**src/rtl/cmp.sv**
```systemverilog
// rtl/cmp.sv - branch-condition comparator with registered flag and optional taken counter (CMP_STATS_EN)
module cmp #(
    parameter int WIDTH = 32,
    parameter int CNT_W = 32
) (
    input  logic             clk,
    input  logic             reset,
    input  logic [WIDTH-1:0] A,
    input  logic [WIDTH-1:0] B,
    input  logic [2:0]       Op,
    output logic             Br,
    output logic             Br_r,
    output logic [CNT_W-1:0] Cnt
);

    localparam logic [2:0] OP_BEQ  = 3'd0;
    localparam logic [2:0] OP_BNE  = 3'd1;
    localparam logic [2:0] OP_BLEZ = 3'd2;
    localparam logic [2:0] OP_BGTZ = 3'd3;
    localparam logic [2:0] OP_BLTZ = 3'd4;
    localparam logic [2:0] OP_BGEZ = 3'd5;

    logic w_eq;
    logic w_neg;
    logic w_zero;
    logic w_br;
    logic r_br_r;

    // Shared condition terms: full bitwise equality and the sign/zero view of A
    always_comb begin
        w_eq   = (A == B);
        w_neg  = A[WIDTH-1];
        w_zero = (A == '0);
    end

    // Condition select; reserved and unknown opcodes fall through to not-taken
    always_comb begin
        w_br = 1'b0;
        case (Op)
            OP_BEQ:  w_br = w_eq;
            OP_BNE:  w_br = ~w_eq;
            OP_BLEZ: w_br = w_neg | w_zero;
            OP_BGTZ: w_br = ~w_neg & ~w_zero;
            OP_BLTZ: w_br = w_neg;
            OP_BGEZ: w_br = ~w_neg;
            default: w_br = 1'b0;
        endcase
    end

    assign Br = w_br;

    // Registered copy of the flag; reset wins over a simultaneous true condition
    always_ff @(posedge clk) begin
        if (reset) begin
            r_br_r <= 1'b0;
        end else begin
            r_br_r <= w_br;
        end
    end

    assign Br_r = r_br_r;

`ifdef CMP_STATS_EN
    logic [CNT_W-1:0] r_cnt;

    // Taken-branch counter; wraps silently from all-ones to zero
    always_ff @(posedge clk) begin
        if (reset) begin
            r_cnt <= '0;
        end else if (w_br) begin
            r_cnt <= r_cnt + 1'b1;
        end
    end

    assign Cnt = r_cnt;
`else
    assign Cnt = '0;
`endif

endmodule

```
**config.mk**
```make
export PLATFORM = sky130hd
export DESIGN_NAME = cmp
export DESIGN_NICKNAME = d
export VERILOG_FILES = /design/src/rtl/cmp.sv
export SDC_FILE = /design/constraint.sdc
export NUM_CORES = 1
export LEC_CHECK = 0
export BUFFER_PORTS_ARGS = -buffer_cell sky130_fd_sc_hd__buf_2
export CORE_MARGIN = 10
export CORE_UTILIZATION = 28
export CTS_CLUSTER_DIAMETER = 150
export DETAILED_ROUTE_END_ITERATION = 16
export HOLD_SLACK_MARGIN = 0.06
export PLACE_DENSITY = 0.76
export SLEW_MARGIN = 40
export SYNTH_ARGS = -nofsm -noshare
export SYNTH_HDL_FRONTEND = slang
export SYNTH_SLANG_ARGS = --single-unit
```
**constraint.sdc**
```tcl
create_clock -name clk -period 1.3 [get_ports clk]
set_input_delay 0.065 -clock clk [delete_from_list [all_inputs] [get_ports clk]]
set_output_delay 0.065 -clock clk [all_outputs]
set_load 0.02 [all_outputs]
```
==> results.md, run 1 <==
- Outcome: finished with violations
- Failing checks: setup timing
- # hold bufs at CTS: 0
- Seq pwr share: 7.1%
- Critical Path RT: 1240 ps
- Layout fillers: 298
- Final worst slack: -178 ps
- Port-buffer cells: 70
- Overall power: 0.478 mW
- Slowest-stage cell, CP: or3_4
- Post-synthesis compound-gate area fraction: 4.04%
- Peak Freq: 677 MHz
- Pre-CTS WS: -318 ps
- Final HPWL DP: 2950 um
- Fin. max-slew vios: 0
- Post-route insts no fill: 212
- Seq. cell area: 20.0 um^2
- Hold Path Class: in2reg
- Mapped Cells: 102
- Routed length per instance: 16.1 um
- Core area: 0.00271 mm^2
- Min Tclk post-route: 1480 ps
- Critical path origin: A[14]
- Die W: 72.6 um
- Final Util: 50.3%
- Internal: 0.227 mW
- Post-Syn Area: 774 um^2
- Worst-path cell chain: buf_2, xor2_1, nor4_2, nand4_1, or3_4, nand3_2, buf_6
- First-pass GRT wire length: 4850 um
- Critical path type: in2out
- Detail Route Antenna Nets: 0
- Yosys warning count: 0
- Total iterations of the first detailed-routing run: 4
- Gr ovfl total: 0
- Min Hold Slack: 228 ps
- Final period utilization: 114%
- Fin Setup TNS: -339 ps
- 1st-iter DRT viols: 17
- Clock slew at reported path FFs: 0 ps
- Synthesis-stage register bit count: 1
- Initial Util: 28.6%
- Switching Share: 52.5%
- DIE AREA: 0.00527 mm^2
- Synth Area in Simple Gates: 24.2%
- Multiplexer area fraction after synthesis: 0%
- Combinational Power Share: 92.9%
- Crit start category: primary input
- Most common cell after layout, fill and taps aside: buf_2
- Antenna cells: 0
- Multi-input gate area: 781 um^2
- Leak pwr: 0.671 nW
- Synth area leaders: xor2_1 35%, buf_4 31%, nor4_1 11%
- Worst EP arrival: 1410 ps
- Unrepaired setup endpoints after global routing: yes
- Layout overhead on the synthesized area: 75.9%
- Critical path peak fanout: 2
- Layout cells sized above 1: 56.9%
- Antenna violations before repair: 0
- Vias/cell: 4.30
- Sw power: 0.251 mW
- Final setup violation count: 2
- Syn avg cell area: 7.59 um^2
- End point of the critical path: Br
- Via count of the routed design: 911
- Endpoints failing hold: 0
- Crit path capture type: primary output
- VDD IR max: 0.265 mV
- Largest net degree at the start of global routing: 6
- GPL Wtd Cong: 0.779
- Clock power share: 0%
- Residual DRC: 0
- Design Area, Final: 0.00136 mm^2
- Post-DP Area: 0.00111 mm^2
- IO Pins: 103
- Xor/xnor cell area share of the yosys netlist: 37.2%
- Max-Cap Viols: 0
- Post-synthesis sequential area ratio: 2.58%
- Yosys top cell area share: 35.1%
- Largest family of logic cells by synthesized area: XOR/XNOR gates
- Most frequent cells in the layout: 55 x buf_2, 32 x conb_1, 26 x xor2_1
- Largest register FFs: 1
- Final wirelength: 3410 um
- Nets@finish: 252
- GRT Overall Usage: 11.0%
- Synth Area in Adders: 0%
- Number of global-route vias before repair: 1100
- Row count: 19
- Die Ht: 72.6 um
- Pwr per Cell Area: 351 mW/mm^2
- Cells after DPL: 211
- Cell variety after synth: 18
- Yosys top cell by area: xor2_1
- Crit path largest cell delay: 400 ps
-- routing by layer --
| layer | GRT usage [%] | vias up | routed length [um] |
|---|---|---|---|
| met4 | 0 | 0 | 0 |
| met5 | 0 | - | 0 |
| met3 | 3.27 | 0 | 336 |
| met2 | 21.9 | 53 | 1950 |
| li1 | - | 444 | - |
| met1 | 11.6 | 414 | 1120 |
-- worst max-delay path, delay by kind of cell --
kind          cells  cell delay (ps)
xor+xnor          1              150
buf+inv           2              230
simple gates      4              960
-- cell type report --
type	instances	share of cell area (%)
Inverter	1	0.275
Multi-Input combinational cell	99	57.3
Sequential cell	1	1.47
Tap cell	31	2.85
Timing Repair Buffer	80	38.1
-- worst min path at each step --
stage	depth (start not counted)	start	endpoint
global route	2	reset	Br_r
CTS	2	reset	Br_r
floorplan	1	reset	Br_r
global placement	2	reset	Br_r
detailed placement	2	reset	Br_r
finish	2	reset	Br_r
-- cell usage after synthesis --
library cell	count
nand2b_1	2
nand3_1	2
xor2_2	1
dfxtp_1	1
or3_1	2
a31oi_1	1
nand4_1	4
o211ai_1	1
nor4_1	14
conb_1	1
a21boi_0	1
xor2_1	31
nand2_1	2
nor2_1	2
buf_4	32
inv_1	1
nor4_2	2
o21ai_0	2
-- power groups by stage --
stage	clock, mW	combinational, mW	sequential, mW
floorplan	0	0.253	0.0366
global placement	0	0.356	0.0338
detailed placement	0	0.358	0.0337
CTS	0	0.393	0.0338
global route	0	0.484	0.0343
finish	0	0.444	0.0337
-- repair_timing --
| item | in CTS | in global routing |
|---|---|---|
| buffers inserted | 2 | 0 |
| resized for setup | 19 | 23 |
| pin swaps | 13 | 16 |
| setup endpoints to repair | 2 | 2 |
-- kinds of logic (layout without fill, tap and decap cells) --
logic type,Yosys count,after routing
and+or+nand+nor,30,30
xor gates and xnor gates,32,32
AOI/OAI and AO/OA,5,5
DFF,1,1
other,1,32
buffers and inverters,33,81
(Power assumes the default switching activity.)
==> run 2: changes to the inputs <==
--- a/config.mk
+++ b/config.mk
@@ -6,6 +6,7 @@
 export NUM_CORES = 1
 export LEC_CHECK = 0
 export BUFFER_PORTS_ARGS = -buffer_cell sky130_fd_sc_hd__buf_2
+export CORE_ASPECT_RATIO = 2
 export CORE_MARGIN = 10
 export CORE_UTILIZATION = 28
 export CTS_CLUSTER_DIAMETER = 150
==> run 2 against run 1 <==
- the flow still finishes with violations (setup timing)
- worst setup slack improved by 21 ps
- total power is 8.0% lower
- combinational power shrank 8.6%
- critical endpoint unchanged
- highest routed layer is now met4
==> results.md, run 2 (synthesized netlist as in run 1, its figures left out) <==
- Outcome: finished with violations
- Failing checks: setup timing
- Largest net degree at the start of global routing: 6 (unchanged)
- Critical path origin: A[30]
- IO Pins: 103 (unchanged)
- Antenna cells: 0 (unchanged)
- Combinational Power Share: 92.3% (-0.6 points)
- 1st-iter DRT viols: 4 (-13)
- DIE AREA: 0.00540 mm^2 (+2.4%)
- Gr ovfl total: 0 (unchanged)
- Final HPWL DP: 3070 um (+4.4%)
- Layout overhead on the synthesized area: 56.2%
- Layout fillers: 301 (+1.0%)
- Seq pwr share: 7.7% (+0.6 points)
- Internal: 0.201 mW (-11%)
- Critical path peak fanout: 2 (unchanged)
- Critical path type: in2out
- Final setup violation count: 2 (unchanged)
- VDD IR max: 0.125 mV (-53%)
- Antenna violations before repair: 0 (unchanged)
- Residual DRC: 0 (unchanged)
- Final wirelength: 3460 um (+1.5%)
- Unrepaired setup endpoints after global routing: yes
- Via count of the routed design: 884 (-3.0%)
- Switching Share: 54.3% (+1.8 points)
- Vias/cell: 4.35 (+1.3%)
- Pre-CTS WS: -267 ps (+50.8 ps)
- Routed length per instance: 17.1 um (+6.0%)
- Clock slew at reported path FFs: 0 ps (unchanged)
- Hold path depth: 2 (unchanged)
- Clock power share: 0% (unchanged)
- Min Tclk post-route: 1460 ps (-21.2 ps)
- Total iterations of the first detailed-routing run: 4 (unchanged)
- Post-DP Area: 0.00106 mm^2 (-4.3%)
- Pwr per Cell Area: 364 mW/mm^2 (+3.6%)
- GPL Wtd Cong: 0.779 (about the same)
- Peak Freq: 687 MHz (+1.5%)
- Layout cells sized above 1: 52.3% (-4.6 points)
- Final period utilization: 112% (-1.6 points)
- Hold Path Class: in2reg
- Core area: 0.00270 mm^2 (-0.28%)
- Port-buffer cells: 70 (unchanged)
- Most frequent cells in the layout: 60 x buf_2, 32 x conb_1, 30 x xor2_1
- Largest register FFs: 1 (unchanged)
- Nets@finish: 245 (-2.8%)
- Post-CTS setup repair buffer count: 0 (-2)
- Sw power: 0.239 mW (-4.9%)
- Initial Util: 28.7% (+0.079 points)
- Critical Path RT: 1240 ps (about the same)
- Worst Min Path Start: reset
- Final worst slack: -157 ps (+21.2 ps)
- End point of the critical path: Br
- Worst EP arrival: 1390 ps (-20 ps)
- Fin. max-slew vios: 0 (unchanged)
- First-pass GRT wire length: 4950 um (+2.1%)
- # hold bufs at CTS: 0 (unchanged)
- GRT Overall Usage: 11.2% (+0.17 points)
- Row count: 27 (+8)
- Max-Cap Viols: 0 (unchanged)
- Leak pwr: 0.617 nW (-8.1%)
- Detail Route Antenna Nets: 0 (unchanged)
- Most common cell after layout, fill and taps aside: buf_2
- Crit start category: primary input
- Final Util: 44.8% (-5.5 points)
- Die W: 57.2 um (-21%)
- Design Area, Final: 0.00121 mm^2 (-11%)
- Number of global-route vias before repair: 1092 (-0.73%)
- Fin Setup TNS: -249 ps (+89.8 ps)
- Overall power: 0.440 mW (-8.0%)
- Crit path capture type: primary output
- Die Ht: 94.4 um (+30%)
- Endpoints failing hold: 0 (unchanged)
-- run 2: cell types whose count changed in the layout (fill, tap and decap cells not counted), sizes merged --
cell  before  now
buf       80   73
-- run 2: cell type report --
class | count | area, um^2 | share of cell area [%]
Inverter | 1 | 3.75 | 0.310
Sequential cell | 1 | 20.0 | 1.65
Tap cell | 29 | 36.3 | 3.00
Timing Repair Buffer | 73 | 432 | 35.7
Multi-Input combinational cell | 99 | 718 | 59.4
-- run 2: worst min-delay path by stage --
stage	to
final	Br_r
after CTS	Br_r
after floorplan	Br_r
after global routing	Br_r
after detailed placement	Br_r
after global placement	Br_r
-- run 2: layer usage --
metal	vias up	wire [um]	GRT usage (%)
met3	4	447	5.91
met1	378	1010	8.97
met2	68	1940	22.7
li1	434	-	-
met5	-	0	0
met4	0	63	1.97
-- run 2: critical path: stages --
cell and delay, ps:
buf_2 120, buf_6 110, nor4_2 230, nand4_1 160, or3_1 370, nand3_2 110
nand3_2 80, buf_6 140
-- run 2: through the flow --
step	cells	hold slack, ps
after floorplan	133	134
after global placement	203	224
after detailed placement	203	226
after CTS	203	227
after global routing	203	232
final	203	228
-- run 2: timing repair --
action / CTS / global route
endpoints found under the setup margin: 2 / 2
resized for setup: 26 / 3
pin swaps: 20 / 1
hold endpoints to repair: 0 / 0
-- run 2: power groups by stage --
stage,clock [mW],sequential (mW),combinational (mW)
detailed placement,0,0.0338,0.350
global placement,0,0.0338,0.346
global route,0,0.0339,0.439
finish,0,0.0338,0.406
floorplan,0,0.0366,0.253
CTS,0,0.0338,0.394
